--- src/rtl/video_pkg.sv ---
`default_nettype none
// ---------------------------------------------------------------------------
// video_pkg : attribute layout, colour constants and helpers for text video
// Rev 1.0
// ---------------------------------------------------------------------------
package video_pkg;

  localparam int c_ATTR_UL    = 7;
  localparam int c_PAPER_MSB  = 6;
  localparam int c_PAPER_LSB  = 4;
  localparam int c_BRIGHT     = 3;
  localparam int c_INK_MSB    = 2;
  localparam int c_INK_LSB    = 0;

  localparam logic [7:0] c_INK_ON    = 8'hC0;
  localparam logic [7:0] c_BRIGHT_ON = 8'h3F;
  localparam logic [7:0] c_PAPER_ON  = 8'hFF;
  localparam logic [7:0] c_MONO_G    = 8'hC0;
  localparam logic [7:0] c_MONO_B    = 8'h0B;

  typedef struct packed {
    logic [7:0] r;
    logic [7:0] g;
    logic [7:0] b;
  } rgb_t;

  function automatic int clog2(input int v);
    int n;
    n = 0;
    for (int i = 0; i < 31; i++) begin
      if ((1 << i) < v) n = i + 1;
    end
    return n;
  endfunction

endpackage
`default_nettype wire

--- src/rtl/text_cell_fetch.sv ---
`default_nettype none
// ---------------------------------------------------------------------------
// text_cell_fetch : char/attr/font fetch pipeline with underline+cursor overlay
// Rev 1.0
// ---------------------------------------------------------------------------
module text_cell_fetch
  import video_pkg::*;
#(
  parameter int AW     = 11,
  parameter int CHAR_H = 10,
  parameter int NCELLS = 1600
) (
  input  logic          clk,
  input  logic          rst,
  input  logic          i_start,
  input  logic [AW-1:0] i_cell,
  input  logic [3:0]    i_line,
  input  logic          i_cursor_en,
  input  logic          i_blink,
  input  logic [AW-1:0] i_cursor_pos,
  output logic [AW-1:0] o_text_addr,
  output logic          o_text_rd,
  input  logic [7:0]    i_char_q,
  input  logic [7:0]    i_attr_q,
  output logic [11:0]   o_font_addr,
  output logic          o_font_rd,
  input  logic [7:0]    i_font_q,
  output logic [7:0]    o_shadow,
  output logic [6:0]    o_attr
);

  logic [AW-1:0] r_text_addr;
  logic          r_text_rd;
  logic          r_char_vld;
  logic [11:0]   r_font_addr;
  logic          r_font_rd;
  logic          r_font_vld;
  logic [7:0]    r_attr;
  logic [7:0]    r_shadow;
  logic          w_ul;
  logic          w_cur;

  assign w_ul  = r_attr[c_ATTR_UL] && (i_line == 4'(CHAR_H - 1));
  // r_text_addr still holds this cell's index, so it doubles as the cursor compare operand
  assign w_cur = i_cursor_en && i_blink && (r_text_addr == i_cursor_pos) &&
                 ({1'b0, i_cursor_pos} < (AW + 1)'(NCELLS)) &&
                 (({1'b0, i_line} + 5'd2) >= 5'(CHAR_H));

  always_ff @(posedge clk or negedge rst) begin
    if (!rst) begin
      r_text_addr <= '0;
      r_text_rd   <= 1'b0;
      r_char_vld  <= 1'b0;
      r_font_addr <= '0;
      r_font_rd   <= 1'b0;
      r_font_vld  <= 1'b0;
      r_attr      <= '0;
      r_shadow    <= '0;
    end else begin
      r_text_rd  <= i_start;
      r_char_vld <= r_text_rd;
      r_font_rd  <= r_char_vld;
      r_font_vld <= r_font_rd;
      if (i_start) r_text_addr <= i_cell;
      if (r_char_vld) begin
        r_attr      <= i_attr_q;
        r_font_addr <= {i_char_q, i_line};
      end
      if (r_font_vld) r_shadow <= (w_ul ? 8'hFF : i_font_q) | (w_cur ? 8'hFF : 8'h00);
    end
  end

  assign o_text_addr = r_text_addr;
  assign o_text_rd   = r_text_rd;
  assign o_font_addr = r_font_addr;
  assign o_font_rd   = r_font_rd;
  assign o_shadow    = r_shadow;
  assign o_attr      = r_attr[6:0];

endmodule
`default_nettype wire

--- src/rtl/text_video_engine.sv ---
`default_nettype none
// ---------------------------------------------------------------------------
// text_video_engine : parametrised text-mode pixel engine with blinking cursor
// Rev 1.0
// ---------------------------------------------------------------------------
module text_video_engine
  import video_pkg::*;
#(
  parameter int COLS       = 64,
  parameter int ROWS       = 25,
  parameter int CHAR_H     = 10,
  parameter int SCALE_X    = 2,
  parameter int SCALE_Y    = 2,
  parameter int H_ORG      = 162,
  parameter int V_ORG      = 63,
  parameter int CW         = 11,
  parameter int BLINK_LOG2 = 5,
  parameter int AW         = clog2(COLS * ROWS)
) (
  input  logic          clk,
  input  logic          rst,
  input  logic [CW-1:0] hcnt,
  input  logic [CW-1:0] vcnt,
  input  logic          visible,
  input  logic          color_en,
  input  logic          cursor_en,
  input  logic [AW-1:0] cursor_pos,
  output logic [AW-1:0] text_addr,
  output logic          text_rd,
  input  logic [7:0]    char_q,
  input  logic [7:0]    attr_q,
  output logic [11:0]   font_addr,
  output logic          font_rd,
  input  logic [7:0]    font_q,
  output logic [7:0]    r,
  output logic [7:0]    g,
  output logic [7:0]    b,
  output logic          de
);

  localparam int c_CELL_W  = 8 * SCALE_X;
  localparam int c_H_START = H_ORG - c_CELL_W;
  localparam int c_H_END   = H_ORG + COLS * c_CELL_W;
  localparam int c_V_END   = V_ORG + ROWS * CHAR_H * SCALE_Y;
  localparam int c_RXW     = (SCALE_X > 1) ? clog2(SCALE_X) : 1;
  localparam int c_RYW     = (SCALE_Y > 1) ? clog2(SCALE_Y) : 1;
  localparam int c_CLW     = clog2(COLS + 1);

  logic [c_RXW-1:0]      r_rep,  w_rep;
  logic [2:0]            r_bit,  w_bit;
  logic [c_CLW-1:0]      r_col,  w_col;
  logic                  r_hrun, w_hrun;
  logic                  w_last, w_t0, w_hwin, w_vwin;
  logic [AW-1:0]         w_cell;
  logic [c_RYW-1:0]      r_rep_y;
  logic [3:0]            r_line;
  logic [AW-1:0]         r_row_base;
  logic                  r_armed;
  logic [BLINK_LOG2-1:0] r_frame;
  logic [7:0]            r_shift;
  logic [6:0]            r_dattr;
  logic [7:0]            w_shadow;
  logic [6:0]            w_attr;
  logic [7:0]            w_bright;
  rgb_t                  w_ink, w_paper, r_rgb;
  logic                  r_de;

  // Counters describe the pixel currently on hcnt; column index is the fetch column,
  // display runs one cell behind it.
  always_comb begin
    w_rep  = '0;
    w_bit  = '0;
    w_col  = '0;
    w_hrun = 1'b0;
    if (hcnt == CW'(c_H_START)) begin
      w_hrun = 1'b1;
    end else if (r_hrun) begin
      w_hrun = 1'b1;
      w_rep  = r_rep;
      w_bit  = r_bit;
      w_col  = r_col;
      if (r_rep == c_RXW'(SCALE_X - 1)) begin
        w_rep = '0;
        if (r_bit == 3'd7) begin
          w_bit = '0;
          if (r_col == c_CLW'(COLS)) w_hrun = 1'b0;
          else                       w_col  = r_col + 1'b1;
        end else begin
          w_bit = r_bit + 1'b1;
        end
      end else begin
        w_rep = r_rep + 1'b1;
      end
    end
  end

  assign w_hwin = (hcnt >= CW'(H_ORG)) && (hcnt < CW'(c_H_END));
  assign w_vwin = r_armed && (vcnt >= CW'(V_ORG)) && (vcnt < CW'(c_V_END));
  assign w_last = w_hrun && (w_rep == c_RXW'(SCALE_X - 1)) && (w_bit == 3'd7);
  assign w_t0   = w_hrun && w_vwin && (w_rep == '0) && (w_bit == 3'd0) && (w_col < c_CLW'(COLS));
  assign w_cell = r_row_base + AW'(w_col);

  always_ff @(posedge clk or negedge rst) begin
    if (!rst) begin
      r_rep   <= '0;
      r_bit   <= '0;
      r_col   <= '0;
      r_hrun  <= 1'b0;
      r_shift <= '0;
      r_dattr <= '0;
    end else begin
      r_rep  <= w_rep;
      r_bit  <= w_bit;
      r_col  <= w_col;
      r_hrun <= w_hrun;
      if (w_last) begin
        r_shift <= w_shadow;
        r_dattr <= w_attr;
      end else if (w_hrun && (w_rep == c_RXW'(SCALE_X - 1))) begin
        r_shift <= {r_shift[6:0], 1'b0};
      end
    end
  end

  // Drawing stays off after reset until a fresh V_ORG line re-arms the counters.
  always_ff @(posedge clk or negedge rst) begin
    if (!rst) begin
      r_rep_y    <= '0;
      r_line     <= '0;
      r_row_base <= '0;
      r_armed    <= 1'b0;
      r_frame    <= '0;
    end else if (hcnt == '0) begin
      if (vcnt == '0) r_frame <= r_frame + 1'b1;
      if (vcnt == CW'(V_ORG)) begin
        r_rep_y    <= '0;
        r_line     <= '0;
        r_row_base <= '0;
        r_armed    <= 1'b1;
      end else if (r_armed && (vcnt > CW'(V_ORG)) && (vcnt < CW'(c_V_END))) begin
        if (r_rep_y == c_RYW'(SCALE_Y - 1)) begin
          r_rep_y <= '0;
          if (r_line == 4'(CHAR_H - 1)) begin
            r_line     <= '0;
            r_row_base <= r_row_base + AW'(COLS);
          end else begin
            r_line <= r_line + 1'b1;
          end
        end else begin
          r_rep_y <= r_rep_y + 1'b1;
        end
      end
    end
  end

  text_cell_fetch #(
    .AW     (AW),
    .CHAR_H (CHAR_H),
    .NCELLS (COLS * ROWS)
  ) u_fetch (
    .clk          (clk),
    .rst          (rst),
    .i_start      (w_t0),
    .i_cell       (w_cell),
    .i_line       (r_line),
    .i_cursor_en  (cursor_en),
    .i_blink      (r_frame[BLINK_LOG2-1]),
    .i_cursor_pos (cursor_pos),
    .o_text_addr  (text_addr),
    .o_text_rd    (text_rd),
    .i_char_q     (char_q),
    .i_attr_q     (attr_q),
    .o_font_addr  (font_addr),
    .o_font_rd    (font_rd),
    .i_font_q     (font_q),
    .o_shadow     (w_shadow),
    .o_attr       (w_attr)
  );

  always_comb begin
    w_bright = r_dattr[c_BRIGHT] ? c_BRIGHT_ON : 8'h00;
    w_ink    = '0;
    w_paper  = '0;
    if (color_en) begin
      w_ink.r   = r_dattr[c_INK_MSB]       ? (c_INK_ON | w_bright) : w_bright;
      w_ink.g   = r_dattr[c_INK_MSB - 1]   ? (c_INK_ON | w_bright) : w_bright;
      w_ink.b   = r_dattr[c_INK_LSB]       ? (c_INK_ON | w_bright) : w_bright;
      w_paper.r = r_dattr[c_PAPER_MSB]     ? c_PAPER_ON : 8'h00;
      w_paper.g = r_dattr[c_PAPER_MSB - 1] ? c_PAPER_ON : 8'h00;
      w_paper.b = r_dattr[c_PAPER_LSB]     ? c_PAPER_ON : 8'h00;
    end else begin
      w_ink.g = c_MONO_G;
      w_ink.b = c_MONO_B;
    end
  end

  always_ff @(posedge clk or negedge rst) begin
    if (!rst) begin
      r_rgb <= '0;
      r_de  <= 1'b0;
    end else begin
      r_de <= visible;
      if (visible && w_hwin && w_vwin) r_rgb <= r_shift[7] ? w_ink : w_paper;
      else                             r_rgb <= '0;
    end
  end

  assign r  = r_rgb.r;
  assign g  = r_rgb.g;
  assign b  = r_rgb.b;
  assign de = r_de;

endmodule
`default_nettype wire

--- config.mk ---
export PLATFORM = sky130hd
export DESIGN_NAME = text_video_engine
export DESIGN_NICKNAME = d
export VERILOG_FILES = /design/src/rtl/video_pkg.sv /design/src/rtl/text_cell_fetch.sv /design/src/rtl/text_video_engine.sv
export SDC_FILE = /design/constraint.sdc
export NUM_CORES = 1
export LEC_CHECK = 0
export ABC_AREA = 1
export BUFFER_PORTS_ARGS = -buffer_cell sky130_fd_sc_hd__buf_2
export CAP_MARGIN = 10
export CORE_ASPECT_RATIO = 1.25
export CORE_UTILIZATION = 40
export DETAILED_ROUTE_END_ITERATION = 16
export PLACE_DENSITY = 0.61
export SETUP_SLACK_MARGIN = 0.5
export SLEW_MARGIN = 10
export SYNTH_ARGS = -nofsm -noshare
export SYNTH_HDL_FRONTEND = slang
export SYNTH_SLANG_ARGS = --single-unit
--- constraint.sdc ---
create_clock -name clk -period 2.4 [get_ports clk]
set_input_delay 0.48 -clock clk [delete_from_list [all_inputs] [get_ports clk]]
set_output_delay 0.48 -clock clk [all_outputs]
set_load 0.01 [all_outputs]
==> flow_summary.json <==
{
  "start_util": 0.408,
  "wire_per_inst_um": 13.3,
  "synth.net_count": 674,
  "antenna_found_initial": 0,
  "synth_cell_types": 40,
  "period_share": 0.832,
  "required_ps": 2640,
  "viasPerCell": 4.97,
  "synth_area_per_cell_um2": 8.17,
  "post-route-min-period_ps": 2000,
  "die_y_um": 126,
  "path_clk_slew_ps": 70,
  "ys.flop_type": "dfrtp_1",
  "worstSetupPathType": "flop to flop",
  "synth.area.top_cells": "dfrtp_1, nand2_1, inv_1",
  "netlist_instances": 604,
  "relSlewSlack": 0.528,
  "place_congestion": 0.794,
  "crit_chain": "ha_2 > ha_4 > nand2_4 > nor2_4 > nand2_2 > nor2_1 > nand3b_1 > nand2_2 > inv_4 > ha_4 > buf_4 > xor2_1 > nand3_1 > nand2_1",
  "drive_above_1_share": 0.310,
  "fmax_mhz": 501,
  "overflow": 0,
  "worst_pin_slew_ps": 707,
  "slowest_delay_ps": 390,
  "cts-buffers-inserted": 9,
  "syn_area_um2": 4940,
  "yosysSeqAreaShare": 0.476,
  "core-area_um2": 12100,
  "nets": 790,
  "worstPathArrival_ps": 2230,
  "crit_buf_inv": 2,
  "insertion_delay_ps": 340,
  "yosys.area.top_type_share": 0.476,
  "cp_max_fo": 3,
  "instances_no_fill": 889,
  "finalSetupViolCount": 0,
  "n_antenna_cell": 0,
  "antenna_left": 0,
  "ys_warn_count": 0,
  "synth_edf_count": 0,
  "hold_slack_ps": 60.8,
  "drv_slew": 0,
  "finalPower_w": 0.00562,
  "dp_hpwl_mm": 8.63,
  "post-synth-top-area-cell": "dfrtp_1",
  "place_inst": 858,
  "hold_violations": 0,
  "grtUsageTotal": 0.188,
  "crit_family": "simple AND/OR/NAND/NOR gates",
  "rsz0062_at_grt": "yes",
  "endpoint_kind": "flop",
  "wirelength_mm": 11.8,
  "grt_max_degree": 41,
  "power_density_nw_per_um2": 911,
  "setup_tns_ps": 0,
  "skew_ps": 3.87,
  "fillers": 1156,
  "drv_cap": 0,
  "r2r_slack_ps": 400,
  "crit_path_start_kind": "flop",
  "ir_drop_mv": 0.373,
  "die_area_um2": 12800,
  "layout_setup_ws_ps": 403,
  "die_x_um": 101,
  "drtPass1Iterations": 4,
  "slowest_stage": "dfrtp_1",
  "hold_path_class": "input pin to async pin",
  "ios": 112,
  "syn2layout_area_growth_pct": 24.9,
  "p_leak_nw": 3.23,
  "rows": 45,
  "via_count": 4418,
  "grt_pass1_vias": 4003,
  "place_ws_ps": 181,
  "ys_ff_latch": 94,
  "cts.sinks": 94,
  "grt_pass1_wl_mm": 18.8,
  "io_buffers": 111,
  "drt_iter0_markers": 152,
  "cts_max_level": 3,
  "cts_tree": "built",
  "status": "finished, final reports clean",
  "cts_max_path_buffers": 2,
  "root_buffer": "clkbuf_16",
  "synthArstFlopShare": 1.00,
  "route.detailed.drc": 0
}
metrics by stage:
step                instance area [um^2]   util
finish                              6170  0.509
global route                        6170  0.509
CTS                                 5970  0.493
detailed placement                  5620  0.464
global placement                    5620  0.464
floorplan                           4980      -
cell usage after synthesis (2+ instances only):
cell type	number
a31oi_1	2
o21ai_0	25
buf_1	2
xor2_1	12
mux2_2	9
clkbuf_1	3
nand2_1	145
o22ai_1	3
a21oi_1	19
inv_1	61
nor2_4	3
ha_1	8
nand3_1	39
nor2_2	5
nand4_1	14
or2_2	2
buf_4	21
o21ai_1	13
inv_2	6
dfrtp_1	94
xnor2_1	7
buf_2	4
nand3_2	2
nand2_2	14
nor3_1	18
nor2_1	57
nand3b_1	2
nor3_2	2
cell usage in the layout (no fill, tap or decap), types with 4 or more instances in the layout:
cell,Yosys,final
o21ai_1,13,15
inv_1,61,58
nand3_2,2,8
dfrtp_1,94,94
buf_6,1,5
clkbuf_16,0,9
buf_4,21,19
o21ai_0,25,23
nor2_4,3,5
nor2_2,5,5
mux2_2,9,9
a21oi_1,19,16
nand3_1,39,31
buf_2,4,110
xnor2_1,7,7
inv_2,6,6
nand4_1,14,14
nand2_2,14,19
nand2_1,145,138
a21oi_2,1,4
xor2_1,12,12
nor3_1,18,18
clkinvlp_4,0,4
ha_1,8,5
nor2_1,57,55
where the power goes:
| part | internal (W) | leakage (nW) | switching (W) |
|---|---|---|---|
| combinational | 0.000743 | 1.89 | 0.00111 |
| sequential | 0.00202 | 1.21 | 0.000324 |
| clock | 0.000808 | 0.134 | 0.000611 |
| total | 0.00358 | 3.23 | 0.00204 |
state kept, by name, summed over array words and instances (netlist names), 4 cells and up:
register / flops
u_fetch.r_attr: 8
u_fetch.o_shadow: 8
r_dattr: 7
r_shift: 8
r_row_base: 5
u_fetch.o_text_addr: 11
r_col: 7
u_fetch.o_font_addr: 12
r_frame: 5
r_line: 4
cell families (layout without fill, tap and decap cells):
logic type | after synthesis | after routing | share of synthesized area
buffers and inverters | 99 | 219 | 0.0938
muxes | 9 | 9 | 0.0205
DFF | 94 | 94 | 0.476
xor gates and xnor gates | 19 | 19 | 0.0337
and+or+nand+nor | 306 | 307 | 0.280
AOI/OAI and AO/OA | 69 | 69 | 0.0755
adders and majority gates | 8 | 8 | 0.0203
worst paths after layout:
check / start / endpoint / cells after the start
worst max-delay path: r_bit[0]$_DFF_PN0_ / u_fetch.o_text_addr[7]$_DFFE_PN0P_ / 14
worst min-delay path: rst / r_shift[3]$_DFFE_PN0P_ / 1
worst max register to register: r_bit[0]$_DFF_PN0_ / u_fetch.o_text_addr[7]$_DFFE_PN0P_ / 14
worst min register to register: u_fetch.o_text_rd$_DFF_PN0_ / u_fetch.r_char_vld$_DFF_PN0_ / 0
max in group asynchronous: rst / r_hrun$_DFF_PN0_ / 2
min in group clk: visible / de$_DFF_PN0_ / 1
per-layer routing:
layer / routed length [um] / track usage / vias to the layer above / share of wire
li1: - / - / 2154 / -
met5: 0 / 0 / - / 0
met1: 5280 / 0.252 / 2120 / 0.45
met2: 5820 / 0.301 / 127 / 0.49
met4: 229 / 0.0776 / 0 / 0.019
met3: 477 / 0.0277 / 17 / 0.040
cell type report:
type                            instances  area (um^2)  area share
Timing Repair Buffer                  135          769       0.125
Clock inverter                          7         73.8      0.0120
Sequential cell                        94         2350       0.381
Multi-Input combinational cell        412         2280       0.369
Tap cell                              164          205      0.0333
Clock buffer                            9          225      0.0365
Inverter                               68          265      0.0430
what timing repair did:
item	4_1_cts	5_1_grt
hold buffers	0	0
pin swaps	7	21
gates resized for setup	4	37
cloned	0	2
buffers inserted	5	8
setup endpoints to repair	34	26
Note: power is estimated with default switching activity, not from simulation.
